**config.mk**
```make
export PLATFORM = sky130hd
export DESIGN_NAME = hazard_ctrl
export DESIGN_NICKNAME = d
export VERILOG_FILES = /design/src/rtl/core_pkg.sv /design/src/rtl/load_use_detect.sv /design/src/rtl/hazard_ctrl.sv
export SDC_FILE = /design/constraint.sdc
export NUM_CORES = 1
export LEC_CHECK = 0
export ABC_AREA = 1
export BUFFER_PORTS_ARGS = -buffer_cell sky130_fd_sc_hd__buf_4
export CORE_AREA = 2 2 39 41
export DETAILED_ROUTE_END_ITERATION = 10
export DIE_AREA = 0 0 41 43
export GPL_TIMING_DRIVEN = 0
export PLACE_DENSITY = 0.74
export SLEW_MARGIN = 20
export SYNTH_ARGS = -nofsm -noshare
export SYNTH_HDL_FRONTEND = slang
export SYNTH_SLANG_ARGS = --single-unit
export TNS_END_PERCENT = 10
```
**constraint.sdc**
```tcl
create_clock -name clk -period 2 [get_ports clk]
set_input_delay 0.4 -clock clk [delete_from_list [all_inputs] [get_ports clk]]
set_output_delay 0.4 -clock clk [all_outputs]
set_load 0.005 [all_outputs]
```
**src/rtl/core_pkg.sv**
```systemverilog
// Shared pipeline-control definitions: FSM state encodings, register constants, default mul/div latency.
package core_pkg;

  localparam logic [0:0] ST_IDLE    = 1'b0;
  localparam logic [0:0] ST_MD_BUSY = 1'b1;

  localparam logic [4:0] REG_X0 = 5'd0;

  localparam int unsigned MD_LATENCY_DEF = 4;

endpackage

```
**src/rtl/load_use_detect.sv**
```systemverilog
// Combinational load-use hazard compare between the ID sources and a load in EX.
module load_use_detect
  import core_pkg::*;
(
  input  logic [4:0] id_rs1,
  input  logic [4:0] id_rs2,
  input  logic       id_uses_rs1,
  input  logic       id_uses_rs2,
  input  logic [4:0] ex_rd,
  input  logic       ex_MemRead,
  output logic       hazard
);

  always_comb begin
    hazard = ex_MemRead && (ex_rd != REG_X0) &&
             ((id_uses_rs1 && (ex_rd == id_rs1)) ||
              (id_uses_rs2 && (ex_rd == id_rs2)));
  end

endmodule

```
**src/rtl/hazard_ctrl.sv**
```systemverilog
// Pipeline sequencing: load-use bubble, fixed-latency mul/div freeze, EX redirect flush.
// Optional performance counters enabled by defining HAZARD_PERF_CNT_EN.
module hazard_ctrl
  import core_pkg::*;
#(
  parameter int unsigned MD_LATENCY = MD_LATENCY_DEF,
  parameter int unsigned CNT_W      = 4
) (
  input  logic       clk,
  input  logic       rst,
  input  logic [4:0] id_rs1,
  input  logic [4:0] id_rs2,
  input  logic       id_uses_rs1,
  input  logic       id_uses_rs2,
  input  logic [4:0] ex_rd,
  input  logic       ex_MemRead,
  input  logic       ex_md_valid,
  input  logic       ex_redirect,
  output logic       pc_stall,
  output logic       if_id_stall,
  output logic       id_ex_stall,
  output logic       if_id_flush,
  output logic       id_ex_flush,
  output logic       ex_mem_bubble,
  output logic       md_done,
  output logic       md_busy
`ifdef HAZARD_PERF_CNT_EN
  ,
  output logic [31:0] stall_cycles,
  output logic [31:0] flush_count
`endif
);

  logic [0:0]       state;
  logic [CNT_W-1:0] cnt;
  logic             load_use;
  logic             md_start;
  logic             md_last;

  load_use_detect u_load_use_detect (
    .id_rs1      (id_rs1),
    .id_rs2      (id_rs2),
    .id_uses_rs1 (id_uses_rs1),
    .id_uses_rs2 (id_uses_rs2),
    .ex_rd       (ex_rd),
    .ex_MemRead  (ex_MemRead),
    .hazard      (load_use)
  );

  always_comb begin
    md_start = (state == ST_IDLE) && ex_md_valid && !ex_redirect;
    md_last  = (state == ST_MD_BUSY) && (cnt == CNT_W'(MD_LATENCY - 1));
  end

  // The IDLE entry cycle is occupancy cycle 0, so MD_BUSY starts counting at 1
  // and the op leaves EX after exactly MD_LATENCY cycles.
  always_ff @(posedge clk or posedge rst) begin
    if (rst) begin
      state <= ST_IDLE;
      cnt   <= '0;
    end else begin
      case (state)
        ST_IDLE: begin
          if (md_start) begin
            state <= ST_MD_BUSY;
            cnt   <= CNT_W'(1);
          end
        end
        default: begin
          if (md_last) begin
            state <= ST_IDLE;
            cnt   <= '0;
          end else begin
            cnt <= cnt + CNT_W'(1);
          end
        end
      endcase
    end
  end

  // Outputs are forced low while rst is held so the pipeline sees no stray control.
  always_comb begin
    pc_stall      = 1'b0;
    if_id_stall   = 1'b0;
    id_ex_stall   = 1'b0;
    if_id_flush   = 1'b0;
    id_ex_flush   = 1'b0;
    ex_mem_bubble = 1'b0;
    md_done       = 1'b0;
    md_busy       = 1'b0;
    if (!rst) begin
      if (state == ST_IDLE) begin
        if (ex_redirect) begin
          if_id_flush = 1'b1;
          id_ex_flush = 1'b1;
        end else if (ex_md_valid) begin
          pc_stall      = 1'b1;
          if_id_stall   = 1'b1;
          id_ex_stall   = 1'b1;
          ex_mem_bubble = 1'b1;
        end else if (load_use) begin
          pc_stall    = 1'b1;
          if_id_stall = 1'b1;
          id_ex_flush = 1'b1;
        end
      end else begin
        md_busy = 1'b1;
        if (md_last) begin
          md_done = 1'b1;
        end else begin
          pc_stall      = 1'b1;
          if_id_stall   = 1'b1;
          id_ex_stall   = 1'b1;
          ex_mem_bubble = 1'b1;
        end
      end
    end
  end

`ifdef HAZARD_PERF_CNT_EN
  always_ff @(posedge clk or posedge rst) begin
    if (rst) begin
      stall_cycles <= '0;
      flush_count  <= '0;
    end else begin
      if (pc_stall)    stall_cycles <= stall_cycles + 32'd1;
      if (if_id_flush) flush_count  <= flush_count + 32'd1;
    end
  end
`endif

endmodule
```
==> results of run 1 <==
-- sequential cells by signal, indices dropped and copies added, names as in the netlist --
register  count
cnt           4
state         1
-- through the flow --
step                area [sq um]  hold WS, ps  setup TNS, ps  setup slack (ps)
finish                     844.6        120.9              0             28.55
global route               844.6        127.7         -36.41            -36.41
CTS                        812.0        111.1              0             5.045
detailed placement         770.7        369.8              0             208.0
global placement           770.7        365.7              0             206.6
floorplan                  533.0        203.7              0             423.5
-- critical path: cells and delay by family, from the launching register on --
family | cells | cell delay (ps)
flops | 1 | 380
buf+inv | 4 | 430
simple gates | 3 | 300
fa+ha+maj | 1 | 220
-- kinds of logic (layout without fill, tap and decap cells) --
group | Yosys count | count (layout) | share of synthesized area [%]
compound gates | 7 | 7 | 9.861
xor+xnor | 2 | 2 | 3.287
fa+ha+maj | 1 | 1 | 2.347
buf+inv | 25 | 63 | 19.01
flops | 5 | 5 | 23.47
simple gates | 54 | 54 | 42.02
-- power by group through the flow --
stage	sequential (mW)	combinational (mW)	clock (mW)
CTS	0.189	0.353	0.122
detailed placement	0.189	0.337	0
floorplan	0.181	0.213	0
global route	0.193	0.458	0.132
finish	0.189	0.413	0.116
global placement	0.187	0.327	0
-- cells in the final DEF (no fill, tap or decap) --
cell type,count
nand2_2,3
ha_2,1
a32o_1,1
inv_1,18
nand2_1,31
nand4_1,1
clkbuf_4,3
o32ai_1,1
o21ai_0,2
o22ai_1,1
clkbuf_1,1
dfrtp_1,5
nand3_1,6
nor2_2,1
xor2_1,1
xnor2_1,1
inv_2,5
a21oi_2,1
nor3_1,1
nor2_4,1
nor2_1,10
o21ai_2,1
buf_4,36
-- how the worst max path moves through the flow --
stage,startpoint,endpoint
3_3_place_gp,ex_redirect,pc_stall
2_1_floorplan,cnt[0]$_DFFE_PP0P_,pc_stall
3_5_place_dp,ex_redirect,pc_stall
6_report,cnt[0]$_DFFE_PP0P_,id_ex_stall
4_1_cts,cnt[0]$_DFFE_PP0P_,pc_stall
5_1_grt,cnt[0]$_DFFE_PP0P_,id_ex_stall
-- what timing repair did --
item                                    4_1_cts  5_1_grt
pin swaps                                     1        3
buffers inserted                              2        4
hold buffers                                  0        0
endpoints found under the setup margin        2        4
gates resized for setup                       0        5
-- routing by layer --
metal | wire, microns | vias up | share of wire (%) | global-route usage, %
met5 | 0 | - | 0 | 0
met4 | 0 | 0 | 0 | 4.000
met3 | 76 | 0 | 6.1 | 4.712
met2 | 654 | 19 | 53 | 27.19
met1 | 514 | 287 | 41 | 18.01
li1 | - | 358 | - | -
-- final cells by class --
class | count | area share [%]
buffer | 1 | 0.8889
clock buffer | 4 | 3.111
inverter | 23 | 10.22
multi-input combinational | 64 | 37.48
sequential | 5 | 14.81
tap | 16 | 2.370
timing repair buffer | 35 | 31.11
==> metrics.yaml, run 1 <==
drt_iter0_drc: 12
ys_seq_area_share_pct: 23.47
relSlewSlack_pct: 80.54
drive_gt1_share_pct: 39.39
cts_buffers: 3
nets: 156
fp-row-count: 14
ir_drop_v: 0.0003466
syn_to_final_growth_pct: 58.45
synth_area_leaders: "dfrtp_1, nand2_1, inv_1, nor2_1, nand3_1"
synth_most_common_cell: "nand2_1"
vias_per_cell: 4.486
seqCellArea_sq_um: 125.1
synth_cell_types: 20
root_buffer: "clkbuf_4"
syn_area_sq_um: 533.0
power_frac_comb_pct: 57.5
first_global_vias: 571
synth_edf_count: 0
dominantRegCellSynth: "dfrtp_1"
die_area_sq_um: 1763
h-tree-depth: 1
swShare_pct: 36.57
synth_commonest_cells: "nand2_1, inv_1, nor2_1, nand3_1, dfrtp_1"
io_pins: 30
synth_cells: 94
p_seq_share_pct: 26.3
p_leak_nw: 0.5223
critPathCaptureType: "output pin"
drv_cap: 0
setup_violations: 0
wire_per_inst_microns: 8.412
min_period_ps: 1971
fillers: 152
hold_viol_final: 0
worst_ep_required_time_ps: 1600
ys_async_sr_fraction_pct: 100.0
antenna_found_initial: 0
avgSynthCellArea_sq_um: 5.670
arrival_ps: 1570
postLayoutCoreUtil_pct: 61.03
power.total_mw: 0.7183
intPower_mw: 0.4557
worstMarginPinSlew_ps: 291.5
pwr-share-clk_pct: 16.2
period_share_pct: 98.57
clockBufferDepth: 2
ys_warn_count: 0
grt_pass1_wl_microns: 1994
p_sw_mw: 0.2627
vias: 664
dp_hpwl_microns: 993.6
path_max_fanout: 4
worstPathCellList: "ha_2, nand4_1, inv_2, nor2_4, nand2_2, inv_2, buf_4, buf_4"
status: "finished, final reports clean"
grt_max_degree: 9
grt_overflow: 0
drtAntennaViolNets: 0
clk_latency_ps: 240
clkTransAtPathRegs_ps: 40
crit_type: "flip-flop to output pin"
ff2ff_setup_slack_ps: 680
portBuffers: 29
drt-total-wl_microns: 1245
slowest_stage: "dfrtp_1"
synth_top_area_share_pct: 23.47
multiInputGateArea_sq_um: 316.6
grt.total_usage_pct: 15.86
syn_nets: 117
drc: 0
dr.pass1.iters: 3
finalMaxSlewViolations: 0
fmax_ghz: 0.5072
r2r_start: "cnt[0]$_DFFE_PP0P_"
gp_congestion: 0.6553
synth_top_area_cell: "dfrtp_1"
cts_tree: "done"
clock-sinks: 5
fp.dieW_microns: 41
start_util_pct: 38.52
dpl.cell_count: 139
startpoint_type: "flip-flop"
skew_ps: 1.462
stdcell_count: 148
cp_slowest_stage_delay_ps: 380
reg2reg_depth: 5
pwr_density_cell_nw_per_um2: 850.5
hold_path_class: "input port to asynchronous set/reset pin"
core_sq_um: 1384
worstReg2RegEnd: "cnt[2]$_DFFE_PP0P_"
synth_seq_cells: 5
antenna_cells: 0
die_y_microns: 43
(Power assumes the default switching activity.)
==> run 2, diff against run 1 <==
==> constraint.sdc (replaced) <==
create_clock -name clk -period 2 [get_ports clk]
set_input_delay 0 -clock clk [delete_from_list [all_inputs] [get_ports clk]]
set_output_delay 0 -clock clk [all_outputs]
set_load 0.005 [all_outputs]
==> run 2 against run 1 <==
Net effect:
- non-clock buffer count decreased by 4
- cell count fell by 2.7%
- via count is 1.8% lower
- critical path type unchanged
- critical endpoint is now pc_stall
==> metrics.yaml, run 2 (synthesis results as in run 1) <==
portBuffers: 29  # unchanged
die_area_sq_um: 1763  # unchanged
multiInputGateArea_sq_um: 306.5  # -3.2%
grt_pass1_wl_microns: 2007  # +0.65%
pwr_density_cell_nw_per_um2: 797.2  # -6.3%
worst_ep_required_time_ps: 2000  # +400 ps
clock-sinks: 5  # unchanged
layout_common_cells: "nand2_1, buf_4, inv_1, nor2_1, nand3_1"
startpoint_type: "flip-flop"
min_period_ps: 1623  # -348.5 ps
drt-total-wl_microns: 1168  # -6.2%
first_global_vias: 573  # +0.35%
arrival_ps: 1620  # +50 ps
status: "finished, final reports clean"
min_delay_worst_endpoint: "cnt[2]$_DFFE_PP0P_"
r2r_start: "cnt[0]$_DFFE_PP0P_"
grt_max_degree: 9  # unchanged
cts_buffers: 3  # unchanged
reg2reg_depth: 4  # -1
vias_per_cell: 4.528  # +0.92%
top_regs: "cnt x4, state x1"
start_util_pct: 38.52  # unchanged
period_share_pct: 81.15  # -17 points
hold_viol_final: 0  # unchanged
die_y_microns: 43  # unchanged
h-tree-depth: 1  # unchanged
drc: 0  # unchanged
grt_use_met1_pct: 18.12  # +0.12 points
hold_depth: 4
clockBufferDepth: 2  # unchanged
fin_hold_ws_ps: 116.5  # -4.365 ps
grt_overflow: 0  # unchanged
finalMaxSlewViolations: 0  # unchanged
skew_ps: 4.052  # +2.590 ps
path_max_fanout: 4  # unchanged
dr.pass1.iters: 4  # +1
pwr-share-clk_pct: 18.6  # +2.4 points
ff2ff_setup_slack_ps: 760  # +80 ps
io_pins: 30  # unchanged
swShare_pct: 36.93  # +0.36 points
fp.dieW_microns: 41  # unchanged
power_frac_comb_pct: 51.9  # -5.6 points
antenna_found_initial: 0  # unchanged
p_seq_share_pct: 29.5  # +3.2 points
fp-row-count: 14  # unchanged
hp-start: "ex_md_valid"
use_met2_pct: 27.50  # +0.31 points
largest_register: "cnt"
drtAntennaViolNets: 0  # unchanged
cts_tree: "done"
seqCellArea_sq_um: 125.1  # unchanged
relSlewSlack_pct: 80.93  # +0.39 points
fillers: 152  # unchanged
setup_violations: 0  # unchanged
vias: 652  # -1.8%
critPathCaptureType: "output pin"
drive_gt1_share_pct: 33.59  # -5.8 points
fin_setup_tns_ps: 0  # unchanged
p_leak_nw: 0.5067  # -3.0%
wire_per_inst_microns: 8.111  # -3.6%
p_sw_mw: 0.2376  # -9.6%
nets: 152  # -2.6%
largest_reg_flops: 4  # unchanged
fmax_ghz: 0.6161  # +21%
rsz0062_at_grt: "no"
final_common_cell: "nand2_1"
grt-busiest-layer: "met2"
worstReg2RegEnd: "cnt[2]$_DFFE_PP0P_"
intPower_mw: 0.4058  # -11%
root_buffer: "clkbuf_4"
ctsResizeCount: 0  # unchanged
dp_hpwl_microns: 993.6  # unchanged
clkTransAtPathRegs_ps: 50  # about the same
ir_drop_v: 0.0003412  # -1.5%
crit_type: "flip-flop to output pin"
drv_cap: 0  # unchanged
antenna_cells: 0  # unchanged
worstMarginPinSlew_ps: 285.7  # -5.869 ps
grt.total_usage_pct: 16.00  # +0.13 points
gp_congestion: 0.6553  # unchanged
hold_path_class: "input port to flip-flop"
grt_use_met3_pct: 4.712  # unchanged
core_sq_um: 1384  # unchanged
drt_iter0_drc: 15  # +3
syn_to_final_growth_pct: 51.41
clk_latency_ps: 250  # about the same
-- run 2: repair_timing --
| item | CTS | global route |
|---|---|---|
| hold buffers | 1 | 0 |
| endpoints found under the hold margin | 5 | 0 |
| setup buffers | 0 | 0 |
-- run 2: through the flow --
step	cell area, sq um	util [%]	power [mW]	instances	worst slack (ps)
floorplan	533.0	-	0.3937	94	823.5
global placement	770.7	55.70	0.5149	139	635.3
detailed placement	770.7	55.70	0.5262	139	636.6
CTS	807.0	58.32	0.6492	144	368.8
global route	807.0	58.32	0.7047	144	256.3
finish	807.0	58.32	0.6433	144	377.0
-- run 2: power groups by stage --
stage / clock (mW) / combinational, mW / sequential, mW
3_3_place_gp: 0 / 0.327 / 0.187
3_5_place_dp: 0 / 0.337 / 0.189
4_1_cts: 0.122 / 0.339 / 0.189
2_1_floorplan: 0 / 0.213 / 0.181
6_report: 0.119 / 0.334 / 0.190
5_1_grt: 0.130 / 0.379 / 0.195
-- run 2: cell type report --
class	count	share of cell area, %
multi-input combinational	64	37.98
timing repair buffer	30	28.22
sequential	5	15.50
inverter	23	10.70
clock buffer	4	3.256
tap	16	2.481
buffer	2	1.860
-- run 2: layer usage --
metal | part of all wire, % | up-vias
li1 | - | 349
met1 | 41 | 282
met2 | 52 | 21
met3 | 7.5 | 0
met4 | 0 | 0
met5 | 0 | -
-- run 2: worst max path at each step --
stage                            start        to  slack [ps]  cells after the start
CTS                 cnt[0]$_DFFE_PP0P_  pc_stall         370                      8
floorplan           cnt[0]$_DFFE_PP0P_  pc_stall         820                      7
finish              cnt[0]$_DFFE_PP0P_  pc_stall         380                      8
detailed placement  cnt[0]$_DFFE_PP0P_  pc_stall         640                      8
global placement    cnt[0]$_DFFE_PP0P_  pc_stall         640                      8
global route        cnt[0]$_DFFE_PP0P_  pc_stall         260                      8
-- run 2: critical path, cell delays in order, from the launching register on --
cell,delay (ps)
dfrtp_1,400
ha_1,240
nand4_1,180
inv_1,90
nor2_2,100
nand2_1,80
o21ai_2,80
buf_4,120
buf_4,90
